==> src/rtl/ps2_pkg.sv <==
// rtl/ps2_pkg.sv - shared constants for the PS/2 keyboard receiver
package ps2_pkg;
  localparam logic [7:0] PS2_EXT = 8'hE0;
  localparam logic [7:0] PS2_BRK = 8'hF0;

  localparam logic [1:0] ST_IDLE   = 2'd0;
  localparam logic [1:0] ST_DATA   = 2'd1;
  localparam logic [1:0] ST_PARITY = 2'd2;
  localparam logic [1:0] ST_STOP   = 2'd3;

  localparam int STAT_EMPTY     = 0;
  localparam int STAT_FULL      = 1;
  localparam int STAT_OVF       = 2;
  localparam int STAT_BUSY      = 3;
  localparam int STAT_PERR_LSB  = 8;
  localparam int STAT_FERR_LSB  = 16;
  localparam int STAT_LEVEL_LSB = 24;

  localparam int ENTRY_W = 10;

  function automatic logic [7:0] sat_inc(input logic [7:0] v);
    return (v == 8'hFF) ? v : v + 8'd1;
  endfunction
endpackage

==> src/rtl/ps2_sync_fifo.sv <==
// rtl/ps2_sync_fifo.sv - first-word fall-through FIFO, storage not reset
module ps2_sync_fifo #(
  parameter int WIDTH = 10,
  parameter int DEPTH = 16
) (
  input  logic                       clk,
  input  logic                       rst,
  input  logic                       wr,
  input  logic                       rd,
  input  logic [WIDTH-1:0]           din,
  output logic [WIDTH-1:0]           dout,
  output logic                       empty,
  output logic                       full,
  output logic [$clog2(DEPTH):0]     level
);
  localparam int AW = $clog2(DEPTH);
  localparam logic [AW:0] FULL_CNT = (AW+1)'(DEPTH);

  logic [WIDTH-1:0] mem_q [DEPTH];
  logic [AW-1:0] wp_q, wp_d, rp_q, rp_d;
  logic [AW:0]   cnt_q, cnt_d;
  logic          rd_en, wr_en;

  assign empty = (cnt_q == '0);
  assign full  = (cnt_q == FULL_CNT);
  assign level = cnt_q;
  assign dout  = empty ? '0 : mem_q[rp_q];

  // A pop frees a slot in the same cycle, so a full FIFO still accepts a push alongside it.
  assign rd_en = rd & ~empty;
  assign wr_en = wr & (~full | rd_en);

  always_comb begin
    wp_d  = wp_q;
    rp_d  = rp_q;
    cnt_d = cnt_q;
    if (wr_en) wp_d = wp_q + 1'b1;
    if (rd_en) rp_d = rp_q + 1'b1;
    if (wr_en && !rd_en) cnt_d = cnt_q + 1'b1;
    else if (!wr_en && rd_en) cnt_d = cnt_q - 1'b1;
  end

  always_ff @(posedge clk or posedge rst) begin
    if (rst) begin
      wp_q  <= '0;
      rp_q  <= '0;
      cnt_q <= '0;
    end else begin
      wp_q  <= wp_d;
      rp_q  <= rp_d;
      cnt_q <= cnt_d;
    end
  end

  always_ff @(posedge clk) begin
    if (wr_en) mem_q[wp_q] <= din;
  end
endmodule

==> src/rtl/ps2_kbd_rx.sv <==
// rtl/ps2_kbd_rx.sv - PS/2 keyboard receiver delivering tagged set-2 scan codes via FIFO
module ps2_kbd_rx
  import ps2_pkg::*;
#(
  parameter int FILT_LEN    = 4,
  parameter int TIMEOUT_CYC = 100000,
  parameter int FIFO_DEPTH  = 16
) (
  input  logic        clk,
  input  logic        rst,
  input  logic        ps2_c,
  input  logic        ps2_d,
  input  logic        fifo_rd,
  input  logic        err_clr,
  output logic [31:0] status,
  output logic [31:0] data
);
  localparam int FIFO_AW = $clog2(FIFO_DEPTH);
  localparam int TW      = $clog2(TIMEOUT_CYC);
  localparam logic [TW-1:0] TMO_LAST = TW'(TIMEOUT_CYC - 1);
  localparam logic [3:0]    CNT_LAST = 4'(FILT_LEN - 1);

  logic c_s1_q, c_s2_q, d_s1_q, d_s2_q;
  logic [FILT_LEN-1:0] d_dly_q;
  logic [3:0] c_cnt_q, c_cnt_d;
  logic filt_q, filt_d, strobe, bit_in;

  logic [1:0]          state_q, state_d;
  logic [2:0]          bit_cnt_q, bit_cnt_d;
  logic [7:0]          shift_q, shift_d;
  logic                par_q, par_d;
  logic [TW-1:0]       tmo_q, tmo_d;
  logic                ext_q, ext_d, brk_q, brk_d;
  logic [7:0]          perr_q, perr_d, ferr_q, ferr_d;
  logic                ovf_q, ovf_d;
  logic                push_q, push_d;
  logic [ENTRY_W-1:0]  push_data_q, push_data_d;
  logic                perr_ev, ferr_ev, frame_ok;

  logic [ENTRY_W-1:0]  fifo_dout;
  logic                fifo_empty, fifo_full;
  logic [FIFO_AW:0]    fifo_level;

  // Filtered clock flips only once FILT_LEN consecutive synced samples disagree with it.
  always_comb begin
    c_cnt_d = c_cnt_q;
    filt_d  = filt_q;
    if (c_s2_q == filt_q) c_cnt_d = '0;
    else if (c_cnt_q == CNT_LAST) begin
      c_cnt_d = '0;
      filt_d  = c_s2_q;
    end else c_cnt_d = c_cnt_q + 4'd1;
  end

  assign strobe = filt_q & ~filt_d;
  assign bit_in = d_dly_q[FILT_LEN-1];

  always_comb begin
    state_d     = state_q;
    bit_cnt_d   = bit_cnt_q;
    shift_d     = shift_q;
    par_d       = par_q;
    tmo_d       = '0;
    ext_d       = ext_q;
    brk_d       = brk_q;
    push_d      = 1'b0;
    push_data_d = push_data_q;
    perr_ev     = 1'b0;
    ferr_ev     = 1'b0;
    frame_ok    = 1'b0;

    if (state_q != ST_IDLE && !strobe) begin
      tmo_d = tmo_q + 1'b1;
      if (tmo_q == TMO_LAST) begin
        state_d = ST_IDLE;
        ferr_ev = 1'b1;
        tmo_d   = '0;
      end
    end

    if (strobe) begin
      case (state_q)
        ST_IDLE: if (!bit_in) begin
          state_d   = ST_DATA;
          bit_cnt_d = '0;
          par_d     = 1'b0;
        end
        ST_DATA: begin
          shift_d   = {bit_in, shift_q[7:1]};
          par_d     = par_q ^ bit_in;
          bit_cnt_d = bit_cnt_q + 3'd1;
          if (bit_cnt_q == 3'd7) state_d = ST_PARITY;
        end
        ST_PARITY: begin
          par_d   = par_q ^ bit_in;
          state_d = ST_STOP;
        end
        default: begin
          state_d = ST_IDLE;
          if (!par_q) perr_ev = 1'b1;
          else if (!bit_in) ferr_ev = 1'b1;
          else frame_ok = 1'b1;
        end
      endcase
    end

    if (frame_ok) begin
      if (shift_q == PS2_EXT) ext_d = 1'b1;
      else if (shift_q == PS2_BRK) brk_d = 1'b1;
      else begin
        push_d      = 1'b1;
        push_data_d = {ext_q, brk_q, shift_q};
        ext_d       = 1'b0;
        brk_d       = 1'b0;
      end
    end
    if (perr_ev || ferr_ev) begin
      ext_d = 1'b0;
      brk_d = 1'b0;
    end

    perr_d = perr_ev ? sat_inc(perr_q) : perr_q;
    ferr_d = ferr_ev ? sat_inc(ferr_q) : ferr_q;
    ovf_d  = ovf_q | (push_q & fifo_full & ~fifo_rd);
    if (err_clr) begin
      perr_d = '0;
      ferr_d = '0;
      ovf_d  = 1'b0;
    end
  end

  always_ff @(posedge clk or posedge rst) begin
    if (rst) begin
      c_s1_q      <= 1'b1;
      c_s2_q      <= 1'b1;
      d_s1_q      <= 1'b1;
      d_s2_q      <= 1'b1;
      d_dly_q     <= '1;
      c_cnt_q     <= '0;
      filt_q      <= 1'b1;
      state_q     <= ST_IDLE;
      bit_cnt_q   <= '0;
      shift_q     <= '0;
      par_q       <= 1'b0;
      tmo_q       <= '0;
      ext_q       <= 1'b0;
      brk_q       <= 1'b0;
      perr_q      <= '0;
      ferr_q      <= '0;
      ovf_q       <= 1'b0;
      push_q      <= 1'b0;
      push_data_q <= '0;
    end else begin
      c_s1_q      <= ps2_c;
      c_s2_q      <= c_s1_q;
      d_s1_q      <= ps2_d;
      d_s2_q      <= d_s1_q;
      d_dly_q     <= {d_dly_q[FILT_LEN-2:0], d_s2_q};
      c_cnt_q     <= c_cnt_d;
      filt_q      <= filt_d;
      state_q     <= state_d;
      bit_cnt_q   <= bit_cnt_d;
      shift_q     <= shift_d;
      par_q       <= par_d;
      tmo_q       <= tmo_d;
      ext_q       <= ext_d;
      brk_q       <= brk_d;
      perr_q      <= perr_d;
      ferr_q      <= ferr_d;
      ovf_q       <= ovf_d;
      push_q      <= push_d;
      push_data_q <= push_data_d;
    end
  end

  ps2_sync_fifo #(.WIDTH(ENTRY_W), .DEPTH(FIFO_DEPTH)) u_fifo (
    .clk   (clk),
    .rst   (rst),
    .wr    (push_q),
    .rd    (fifo_rd),
    .din   (push_data_q),
    .dout  (fifo_dout),
    .empty (fifo_empty),
    .full  (fifo_full),
    .level (fifo_level)
  );

  always_comb begin
    status                           = '0;
    status[STAT_EMPTY]               = fifo_empty;
    status[STAT_FULL]                = fifo_full;
    status[STAT_OVF]                 = ovf_q;
    status[STAT_BUSY]                = (state_q != ST_IDLE);
    status[STAT_PERR_LSB +: 8]       = perr_q;
    status[STAT_FERR_LSB +: 8]       = ferr_q;
    status[STAT_LEVEL_LSB +: 8]      = 8'(fifo_level);
  end

  assign data = {22'd0, fifo_dout};
endmodule

==> config.mk <==
export PLATFORM = sky130hd
export DESIGN_NAME = ps2_kbd_rx
export DESIGN_NICKNAME = d
export VERILOG_FILES = /design/src/rtl/ps2_pkg.sv /design/src/rtl/ps2_sync_fifo.sv /design/src/rtl/ps2_kbd_rx.sv
export SDC_FILE = /design/constraint.sdc
export NUM_CORES = 1
export LEC_CHECK = 0
export ABC_AREA = 1
export CAP_MARGIN = 30
export CELL_PAD_IN_SITES_DETAIL_PLACEMENT = 2
export CELL_PAD_IN_SITES_GLOBAL_PLACEMENT = 2
export CORE_MARGIN = 3
export CORE_UTILIZATION = 40
export CTS_BUF_LIST = sky130_fd_sc_hd__clkbuf_4
export DETAILED_ROUTE_END_ITERATION = 7
export PLACE_DENSITY_LB_ADDON = 0.08
export SYNTH_ARGS = -nofsm -noshare
export SYNTH_HDL_FRONTEND = slang
export SYNTH_HIERARCHICAL = 1
export SYNTH_SLANG_ARGS = --single-unit
export TNS_END_PERCENT = 20
==> constraint.sdc <==
create_clock -name clk -period 2.6 [get_ports clk]
set_input_delay 0.39 -clock clk [delete_from_list [all_inputs] [get_ports clk]]
set_output_delay 0.39 -clock clk [all_outputs]
set_load 0.05 [all_outputs]
; Word-level counts from Yosys, hierarchy flattened
; Memories as Yosys holds them, arrays and structs flattened.
; Cells that the tools add are included.
[classes]
add_sub_neg = 9
eq_ne = 16
mux = 52
bitwise_logic = 14
reduce_logical = 26
[ops]
columns = operator, count
row1 = $mux 8, 6
row2 = $mux 17, 2
row3 = $eq 8x8->1 const B, 4
row4 = $mux 1, 30
row5 = $add 17x1->17 const B, 1
row6 = $eq 17x17->1 const B, 1
row7 = $add 8x1->8 const B, 2
row8 = $reduce_bool 2->1, 7
row9 = $add 4x1->4 const B, 3
row10 = $mux 10, 1
row11 = $mux 2, 5
row12 = $mux 5, 2
row13 = $reduce_and 2->1, 5
row14 = $reduce_and 3->1, 3
row15 = $mux 4, 2
row16 = $ne 2x2->1 const B, 3
row17 = $not 1->1, 6
row18 = $pmux 2 s3, 1
row19 = $pmux 3 s2, 1
row20 = $add 5x1->5 const B, 1
row21 = $and 1x1->1, 5
row22 = $eq 5x5->1 const B, 1
row23 = $logic_not 5->1, 1
row24 = $sub 5x1->5 const B, 1
row25 = 18 further kinds, 23
[word_totals]
reg_bits = 87
ram_bits = 160
inputBits = 6
out_inout_bits = 64
elab_cells = 140
memories = 1
[memory_table]
columns = memory, words, word_bits, rd, rd_clocked_by_memory_dff, wr, line
row1 = u_fifo.mem_q, 16, 10, 1, 0, 1, ps2_sync_fifo.sv:19  ; logic [WIDTH-1:0] mem_q [DEPTH];

; Logic depth before layout (Yosys ltp)
; Gate-level depths: netlist of run 1.
[depth]
ltp_word = 15
depth_mapped = 15
mapped_depth_nobuf = 15

; Hierarchy
; Netlist of run 1, hierarchy kept.
[by_module_without_submodules]
columns = mod, instances, cells_per_inst, area_each_um2, seq_area_each_um2
row1 = ps2_sync_fifo, 1, 634, 7342.0, 5129.9
row2 = ps2_kbd_rx, 1, 465, 3966.3, 1863.0

; Worst setup path before layout of run 1
; No wires, ideal clock.
[synth_path]
path_type = register to register
from = reg u_fifo.cnt_q[0], in the netlist u_fifo/level[0]
to = reg u_fifo.cnt_q[4], in the netlist u_fifo/level[4]
t_arrival_ns = 2.356
t_required_ns = 2.534
setup_slack_ns = 0.177
path_stages_with_launch = 16
path_buffers = 0
synth_period_minus_slack_ns = 2.423
path_cell_list = dfrtp_1 nor2_1 nand2_1 nor2_1 nand2_1 nand2_2 inv_2 ha_1 inv_1 fa_1 nand2_1 nand2_1 a21oi_1 xor2_1 nand2_1 nand2_1
[synth_between]
word_cells_on_any_way = 16
[synth_lines]
columns = item, line
row1 = from (decl), ps2_sync_fifo.sv:21  ; logic [AW:0] cnt_q, cnt_d;
row2 = from (signal assigned), ps2_sync_fifo.sv:51  ; cnt_q <= cnt_d;
row3 = $eq 5x5->1 (*), ps2_sync_fifo.sv:25  ; assign full = (cnt_q == FULL_CNT);
row4 = net fifo_full, ps2_kbd_rx.sv:41  ; logic fifo_empty, fifo_full;
row5 = $not 1->1 (*), ps2_sync_fifo.sv:31  ; assign wr_en = wr & (~full | rd_en);
row6 = $or 1x1->1 (*), ps2_sync_fifo.sv:31
row7 = $and 1x1->1 (*), ps2_sync_fifo.sv:31
row8 = net u_fifo.wr_en, ps2_sync_fifo.sv:22  ; logic rd_en, wr_en;
row9 = $logic_not 1->1, ps2_sync_fifo.sv:40  ; else if (!wr_en && rd_en) cnt_d = cnt_q - 1'b1;
row10 = $logic_and 1x1->1, ps2_sync_fifo.sv:40
row11 = $reduce_bool 2->1 (no line), -
; Mark *: on every way through the listed nets, which the timed path passes. The rest lies on a longest branch. The select of a mux whose other input is x is not followed.
; A chain may end at the register's enable or synchronous reset.

; Worst setup path in the final report of run 1
[layout_path]
from = reg u_fifo.rp_q[0]
to = out data[9]
[layout_between]
elab_chain_cells = 2
[layout_lines]
columns = item, line
row1 = from (decl), ps2_sync_fifo.sv:20  ; logic [AW-1:0] wp_q, wp_d, rp_q, rp_d;
row2 = from (signal assigned), ps2_sync_fifo.sv:50  ; rp_q <= rp_d;
row3 = $mem_v2 16x10, -
row4 = $mux 10, ps2_sync_fifo.sv:27  ; assign dout = empty ? '0 : mem_q[rp_q];
row5 = to (decl), ps2_kbd_rx.sv:16  ; output logic [31:0] data
; Every way passes these cells.

==> flow_summary.ini, run 1 <==
[flow_run]
cap_violations = 0

[setup_path]
required_ns = 2.21
crit_path_start_kind = flip-flop
arrival_ns = 2.52
worstSetupPathType = flip-flop to output pin
reg2reg_slack_ns = -0.17
crit_path_max_fanout = 11
cp-end-kind = output pin

[drt]
ant_nets = 0
dr.pass1.iters = 5
totalWireLength_um = 42500
first_iter_violations = 556
drc = 0
viasPerCell = 5.36
routedWlPerCell_um = 25.7
vias = 8877

[synthesis]
yosys.area.top_type = edfxtp_1
yosys_warnings = 6
post-synth-top-area-fraction = 0.425
synthTopCellsByArea = edfxtp_1 (42%), dfrtp_1 (17%), nand2_1 (11%)
ys_seq_elements = 247
synth_flop_cell = edfxtp_1
async_reset_ff_frac = 0.352
synth_cell_types = 42
seq_area_frac_synth = 0.618
synth.cells.most_frequent = nand2_1 (321), edfxtp_1 (160), nand3_1 (146), dfrtp_1 (78), inv_1 (75)
syn_area_um2 = 11300
synth_area_per_cell_um2 = 10.3
synth.most_common_cell = nand2_1
syn_inst = 1099
synth_edf_count = 160

[floorplanning]
io_pins = 70
die_w_um = 174
die_y_um = 174
core_area_um2 = 27400
core.rowCount = 60
die_area_um2 = 30300
initial_utilization = 0.413

[place]
hpwl_um = 21400
port_buffers = 40
place_congestion = 0.759
place_inst = 1506
placed_area_um2 = 12200

[layout]
final_area_um2 = 14500
final_cells = 1655
syn_to_final_growth_pct = 28.1
drive_above_1_share = 0.307
final_nets = 1256

[clocking]
clk_latency_ns = 0.73
cts_root_buffer = clkbuf_4
cts_tree = yes
cts_buffers = 69
clock_sinks = 247
h-tree-depth = 3
clk_path_buf_depth = 3
clk_pin_slew_ns = 0.08

[sta]
fin_crit_sh = 1.12
hold_ws_ns = 0.137
finalSetupTns_ns = -2.82
slew_headroom = 0.374
drv_slew = 0
clock.fmax_mhz = 343
finalHoldViolations = 0
worst_slew_pin_slew_ns = 0.939
setup_ws_ns = -0.315
setup_viol = 11
layout_min_cycle_time_ns = 2.91
finClkSkew_ns = 0.0554
rsz0062_at_grt = yes

[worst_hold_path]
hold_class = input pin to flip-flop

[run_status]
violations = setup timing
status = complete, but fails checks

[power_and_ir_drop]
vdd_drop_max_mv = 0.430
pwr_density_cell_nw_per_um2 = 605
leakage_nw = 6.21

[global_routing]
grt_pass1_wl_um = 53000
antenna_found_initial = 1
overflow = 0
first_global_vias = 9449
grt_use_total = 0.224
grt_max_degree = 55
==> stage by stage <==
stage | total power [mW] | setup WS [ns] | util
6_report | 8.76 | -0.315 | 0.529
3_5_place_dp | 4.82 | 0.0198 | 0.445
5_1_grt | 9.14 | -0.444 | 0.529
2_1_floorplan | 4.73 | 0.177 | -
3_3_place_gp | 4.81 | 0.136 | 0.445
4_1_cts | 8.73 | -0.237 | 0.486
==> critical path: stages, from the launching register on <==
cell and delay, ns:
dfrtp_4 0.45, buf_12 0.17, buf_6 0.12, clkbuf_16 0.15, nand2_1 0.08, nand3_1 0.15
nand3_2 0.14, nand2_2 0.12, nand2_2 0.06, a21oi_4 0.18, buf_12 0.16
==> path summary, 6_finish.rpt <==
path	from	endpoint	cells past startpoint
max reg2reg	u_fifo/level[3]$_DFFE_PP0P_	u_fifo/level[4]$_DFFE_PP0P_	15
min reg2reg	c_s1_q$_DFF_PP1_	c_s2_q$_DFF_PP1_	0
min in group asynchronous	rst	push_q$_DFF_PP0_	3
max	u_fifo/rp_q[0]$_DFFE_PP0P_	data[9]	10
min	ps2_c	c_s1_q$_DFF_PP1_	1
max in group asynchronous	rst	perr_q[1]$_DFFE_PP0P_	4
==> flip-flops by register name, indices dropped and copies added (netlist names), 2 cells and up <==
name,cells
perr_q,8
state_q,2
u_fifo/rp_q,4
ferr_q,8
shift_q,8
tmo_q,17
u_fifo/wp_q,4
bit_cnt_q,3
c_cnt_q,4
push_data_q,10
u_fifo/mem_q,160
d_dly_q,4
u_fifo/level,5
==> routing by layer <==
layer  share of wire  track usage
met1            0.39        0.267
met2            0.53        0.408
met3           0.043       0.0376
met4           0.036       0.0781
met5               0            0
==> placed cells by master, fill, tap and decap left out, types with 3 or more instances in the layout <==
cell type,instances
a21oi_1,19
a21oi_4,10
buf_12,22
buf_4,32
buf_6,3
bufinv_16,3
clkbuf_16,8
clkbuf_4,107
clkdlybuf4s50_1,27
clkinv_1,11
clkinvlp_4,3
conb_1,29
dfrtp_1,77
dfstp_2,9
edfxtp_1,160
ha_1,20
inv_1,74
inv_2,4
nand2_1,253
nand2_2,54
nand2_4,23
nand3_1,71
nand3_2,61
nand3_4,14
nand4_1,8
nor2_1,70
nor2_2,4
nor2_4,8
nor3_1,11
nor3b_1,3
o21ai_0,28
o21ai_1,3
o21ai_2,11
xnor2_1,3
xor2_1,13
==> cell type report <==
type / instances / area (um2)
flip-flops and latches: 247 / 7000
diodes: 1 / 2.50
well taps: 372 / 465
inverters: 82 / 349
fillers: 2696 / 12900
clock buffers: 107 / 803
multi-input cells: 728 / 4410
clock inverters: 17 / 150
repair inverters: 3 / 43.8
repair buffers: 98 / 1270
==> power by group <==
group | internal, mW | leakage [nW] | switching [mW]
combinational | 0.108 | 2.64 | 0.361
clock | 2.17 | 0.556 | 1.87
sequential | 4.20 | 3.01 | 0.0499
total | 6.49 | 6.21 | 2.28
==> repair_timing <==
action	4_1_cts	5_1_grt
buffers inserted	3	6
pin swaps	7	57
cloned	2	13
endpoints found under the setup margin	12	12
hold buffers	1	0
hold endpoints to repair	7	0
resized for setup	23	200
==> cell families (layout without fill, tap and decap cells) <==
family,after synthesis,after routing,share of synthesized area
other cells,1,30,0.000332
xor+xnor,16,16,0.0124
compound gates,76,76,0.0415
buf+inv,152,307,0.0738
fa+ha+maj,21,21,0.0239
flops,247,247,0.618
simple gates,586,586,0.230
No activity file was read; power rests on OpenSTA's default activity.
==> run 2: changes to the inputs <==
--- a/config.mk
+++ b/config.mk
@@ -6,6 +6,7 @@
 export NUM_CORES = 1
 export LEC_CHECK = 0
 export ABC_AREA = 1
+export ABC_CLOCK_PERIOD_IN_PS = 2900
 export CAP_MARGIN = 30
 export CELL_PAD_IN_SITES_DETAIL_PLACEMENT = 2
 export CELL_PAD_IN_SITES_GLOBAL_PLACEMENT = 2
==> constraint.sdc (replaced) <==
create_clock -name clk -period 2.9 [get_ports clk]
set_input_delay 0.435 -clock clk [delete_from_list [all_inputs] [get_ports clk]]
set_output_delay 0.435 -clock clk [all_outputs]
set_load 0.05 [all_outputs]
==> flow_summary.ini, run 2 (synthesized netlist as in run 1, its figures left out) <==
[run_status]
status = finished, final reports clean

[place]
port_buffers = 40
place_congestion = 0.761
post-place-ws_ns = 0.159
hpwl_um = 20600
place_inst = 1498
placed_area_um2 = 12100

[clocking]
h-tree-depth = 3
cts_tree = yes
clock_sinks = 247
cts_buffers = 71
clk_path_buf_depth = 3
cts_root_buffer = clkbuf_4
clk_pin_slew_ns = 0.08
clk_latency_ns = 0.67

[power_and_ir_drop]
power_mw = 7.48
pwr_density_cell_nw_per_um2 = 561
vdd_drop_max_mv = 0.320
leakage_nw = 5.61

[drt]
ant_nets = 0
viasPerCell = 5.11
routedWlPerCell_um = 20.6
first_iter_violations = 453
vias = 8356
drc = 0
totalWireLength_um = 33700
dr.pass1.iters = 5

[sta]
rsz0062_at_grt = yes
worst_slew_pin_slew_ns = 0.844
finalSetupTns_ns = 0
clock.fmax_mhz = 350
layout_min_cycle_time_ns = 2.86
fin_crit_sh = 0.986
setup_viol = 0
setup_ws_ns = 0.0398
slew_headroom = 0.437
finClkSkew_ns = 0.0556
hold_ws_ns = 0.185
drv_slew = 0
finalHoldViolations = 0

[floorplanning]
die_w_um = 174
core.rowCount = 60
die_y_um = 174
io_pins = 70
die_area_um2 = 30300
initial_utilization = 0.413
core_area_um2 = 27400

[layout]
final_cells = 1635
nFillCells = 2848
final_area_um2 = 13300
drive_above_1_share = 0.195
final_common_cell = nand2_1
top_register = u_fifo/mem_q
syn_to_final_growth_pct = 17.9
largestRegisters = u_fifo/mem_q x160, tmo_q x17, push_data_q x10
utilization = 0.487
largest_reg_flops = 160
layout_common_cells = nand2_1 (315), edfxtp_1 (160), nand3_1 (137)
final_nets = 1237

[global_routing]
antenna_found_initial = 1
grt_use_total = 0.215
first_global_vias = 9371
grt_max_degree = 75
overflow = 0
grt_pass1_wl_um = 51100

[setup_path]
arrival_ns = 2.43
cp-end-kind = output pin
crit_path_start_kind = flip-flop
required_ns = 2.47
worstSetupPathType = flip-flop to output pin
crit_path_max_fanout = 41

[flow_run]
cap_violations = 0

[worst_hold_path]
hold_class = input pin to asynchronous set/reset pin
==> run 2: report_power, final <==
part           switching (mW)  leakage, nW  internal [mW]  total (mW)
clock                    1.53        0.540           1.71        3.24
sequential             0.0454         3.01           3.77        3.82
combinational           0.321         2.05          0.102       0.422
total                    1.90         5.61           5.58        7.48
==> run 2: per-layer routing <==
| layer | up-vias | wire (um) | part of all wire | global-route usage |
|---|---|---|---|---|
| li1 | 3856 | - | - | - |
| met1 | 4259 | 14400 | 0.43 | 0.264 |
| met4 | 0 | 728 | 0.022 | 0.0697 |
| met3 | 53 | 1340 | 0.040 | 0.0378 |
| met2 | 188 | 17300 | 0.51 | 0.383 |
| met5 | - | 0 | 0 | 0 |
==> run 2: path summary, 6_finish.rpt <==
| kind | from | endpoint | slack [ns] | cells after the start |
|---|---|---|---|---|
| max | u_fifo/rp_q[0]$_DFFE_PP0P_ | data[7] | 0.04 | 9 |
| min | rst | u_fifo/level[1]$_DFFE_PP0P_ | 0.19 | 2 |
| max reg2reg | u_fifo/level[0]$_DFFE_PP0P_ | u_fifo/level[4]$_DFFE_PP0P_ | 0.46 | 15 |
| min reg2reg | d_dly_q[2]$_DFF_PP1_ | d_dly_q[3]$_DFF_PP1_ | 0.35 | 0 |
| max in group asynchronous | rst | u_fifo/rp_q[0]$_DFFE_PP0P_ | 2.27 | 2 |
| min in group clk | ps2_c | c_s1_q$_DFF_PP1_ | 0.22 | 1 |
==> run 2: worst max-delay path, cell delays in order, from the launching register on <==
cell       delay [ns]
dfrtp_4          0.54
buf_12           0.17
clkinv_16        0.09
nand2_1          0.08
nand3_1          0.10
nand3_1          0.15
nand2_1          0.13
nand2_1          0.09
a21oi_2          0.21
buf_12           0.16
==> run 2: layout make-up <==
type / count / area, um2 / area share
Sequential cell: 247 / 7000 / 0.525
Multi-Input combinational cell: 728 / 3650 / 0.274
Timing Repair Buffer: 79 / 961 / 0.0721
Clock buffer: 109 / 818 / 0.0614
Tap cell: 372 / 465 / 0.0349
Inverter: 82 / 349 / 0.0262
Clock inverter: 16 / 60.1 / 0.00450
Timing Repair inverter: 1 / 30.0 / 0.00225
Antenna cell: 1 / 2.50 / 0.000188
==> run 2: timing repair <==
item | in CTS | in global routing
endpoints found under the setup margin | 11 | 11
buffers inserted | 0 | 6
gates cloned | 1 | 4
pin swaps | 1 | 11
resized for setup | 14 | 24
hold buffers | 0 | 0
endpoints found under the hold margin | 0 | 0
==> run 3: changes to the inputs <==
--- a/config.mk
+++ b/config.mk
@@ -14,6 +14,7 @@
 export CORE_UTILIZATION = 40
 export CTS_BUF_LIST = sky130_fd_sc_hd__clkbuf_4
 export DETAILED_ROUTE_END_ITERATION = 7
+export GPL_TIMING_DRIVEN = 0
 export PLACE_DENSITY_LB_ADDON = 0.08
 export SYNTH_ARGS = -nofsm -noshare
 export SYNTH_HDL_FRONTEND = slang
==> flow_summary.ini, run 3 (synthesized netlist as in run 1, its figures left out) <==
[clocking]
cts_buffers = 70
clock_sinks = 247
h-tree-depth = 3
clk_latency_ns = 0.67
cts_root_buffer = clkbuf_4
clk_path_buf_depth = 3
cts_setup_buffers = 0
clk_pin_slew_ns = 0.07
cts_tree = yes

[floorplanning]
die_y_um = 174
die_area_um2 = 30300
initial_utilization = 0.413
core.rowCount = 60
core_area_um2 = 27400
die_w_um = 174
io_pins = 70

[worst_hold_path]
hold_class = input pin to asynchronous set/reset pin

[sta]
finalHoldViolations = 0
finClkSkew_ns = 0.0408
clock.fmax_mhz = 356
setup_ws_ns = 0.0892
drv_slew = 0
worst_slew_pin_slew_ns = 1.03
rsz0062_at_grt = yes
fin_crit_sh = 0.969
setup_viol = 0
hold_ws_ns = 0.202
slew_headroom = 0.313
layout_min_cycle_time_ns = 2.81

[drt]
ant_nets = 0
vias = 8559
first_iter_violations = 419
dr.pass1.iters = 5
drc = 0
totalWireLength_um = 34300
viasPerCell = 5.09
routedWlPerCell_um = 20.4

[flow_run]
cap_violations = 0

[global_routing]
grt_max_degree = 41
first_global_vias = 9768
grt_use_total = 0.229
antenna_found_initial = 1
overflow = 0
grt_pass1_wl_um = 54400

[setup_path]
crit_path_start_kind = flip-flop
cp-end-kind = output pin
required_ns = 2.47
arrival_ns = 2.38
crit_path_max_fanout = 10
worstSetupPathType = flip-flop to output pin
r2r_cells = 15

[layout]
final_common_cell = nand2_1
final_area_um2 = 13400
syn_to_final_growth_pct = 18.8
drive_above_1_share = 0.218
final_cells = 1682
top_register = u_fifo/mem_q
layout_common_cells = nand2_1 (318), edfxtp_1 (160), nand3_1 (137)
largest_reg_flops = 160
largestRegisters = u_fifo/mem_q x160, tmo_q x17, push_data_q x10
final_nets = 1280

[place]
place_inst = 1551
place_congestion = 0.761
hpwl_um = 23300
placed_area_um2 = 12400
post-place-ws_ns = -0.00610
port_buffers = 39

[power_and_ir_drop]
power_mw = 7.59
pwr_density_cell_nw_per_um2 = 565
leakage_nw = 5.75
vdd_drop_max_mv = 0.363

[run_status]
status = finished, final reports clean
==> run 3: worst max-delay path, stage by stage (launching register included) <==
cell,delay [ns]
dfrtp_1,0.40
buf_6,0.17
clkinv_8,0.09
buf_6,0.16
nand2_1,0.06
nand3_1,0.08
nand3_1,0.19
nand2_2,0.16
nand2_1,0.07
a21oi_2,0.15
buf_6,0.17
==> run 3: where the power goes <==
part / leakage, nW / switching, mW / internal, mW
Combinational: 2.19 / 0.331 / 0.127
Sequential: 3.01 / 0.0480 / 3.77
Clock: 0.553 / 1.54 / 1.78
Total: 5.75 / 1.92 / 5.68
==> run 3: stage by stage <==
stage / util / setup TNS, ns
after floorplan: - / 0
after global routing: 0.490 / -0.233
after global placement: 0.448 / -59.94
after CTS: 0.486 / -0.153
after detailed placement: 0.453 / -0.00610
final: 0.490 / 0
==> run 3: worst paths after layout <==
kind	from	endpoint	slack [ns]
min in group clk	ps2_c	c_s1_q$_DFF_PP1_	0.20
min reg2reg	d_dly_q[2]$_DFF_PP1_	d_dly_q[3]$_DFF_PP1_	0.34
max	u_fifo/rp_q[0]$_DFFE_PP0P_	data[3]	0.09
min	rst	ovf_q$_DFF_PP0_	0.20
max in group asynchronous	rst	tmo_q[10]$_DFF_PP0_	2.11
max reg2reg	u_fifo/level[3]$_DFFE_PP0P_	u_fifo/level[4]$_DFFE_PP0P_	0.24
==> run 3: area by class of cell <==
cell class	instances	area, um2
flip-flops and latches	247	6990
fillers	2897	14000
inverters	82	328
repair buffers	54	552
plain buffers	70	533
diodes	1	2.50
clock inverters	21	110
well taps	372	465
multi-input cells	728	3650
clock buffers	107	803
==> run 3: layer usage <==
layer  vias up  wire, um  global-route usage
met2       195     18100               0.417
met1      4341     13900               0.271
met5         -         0                   0
met3        78      1410              0.0419
li1       3945         -                   -
met4         0       955              0.0834
==> run 3: what timing repair did <==
item,4_1_cts,5_1_grt
hold buffers,0,0
resized for setup,72,30
endpoints found under the setup margin,12,14
pin swaps,0,3
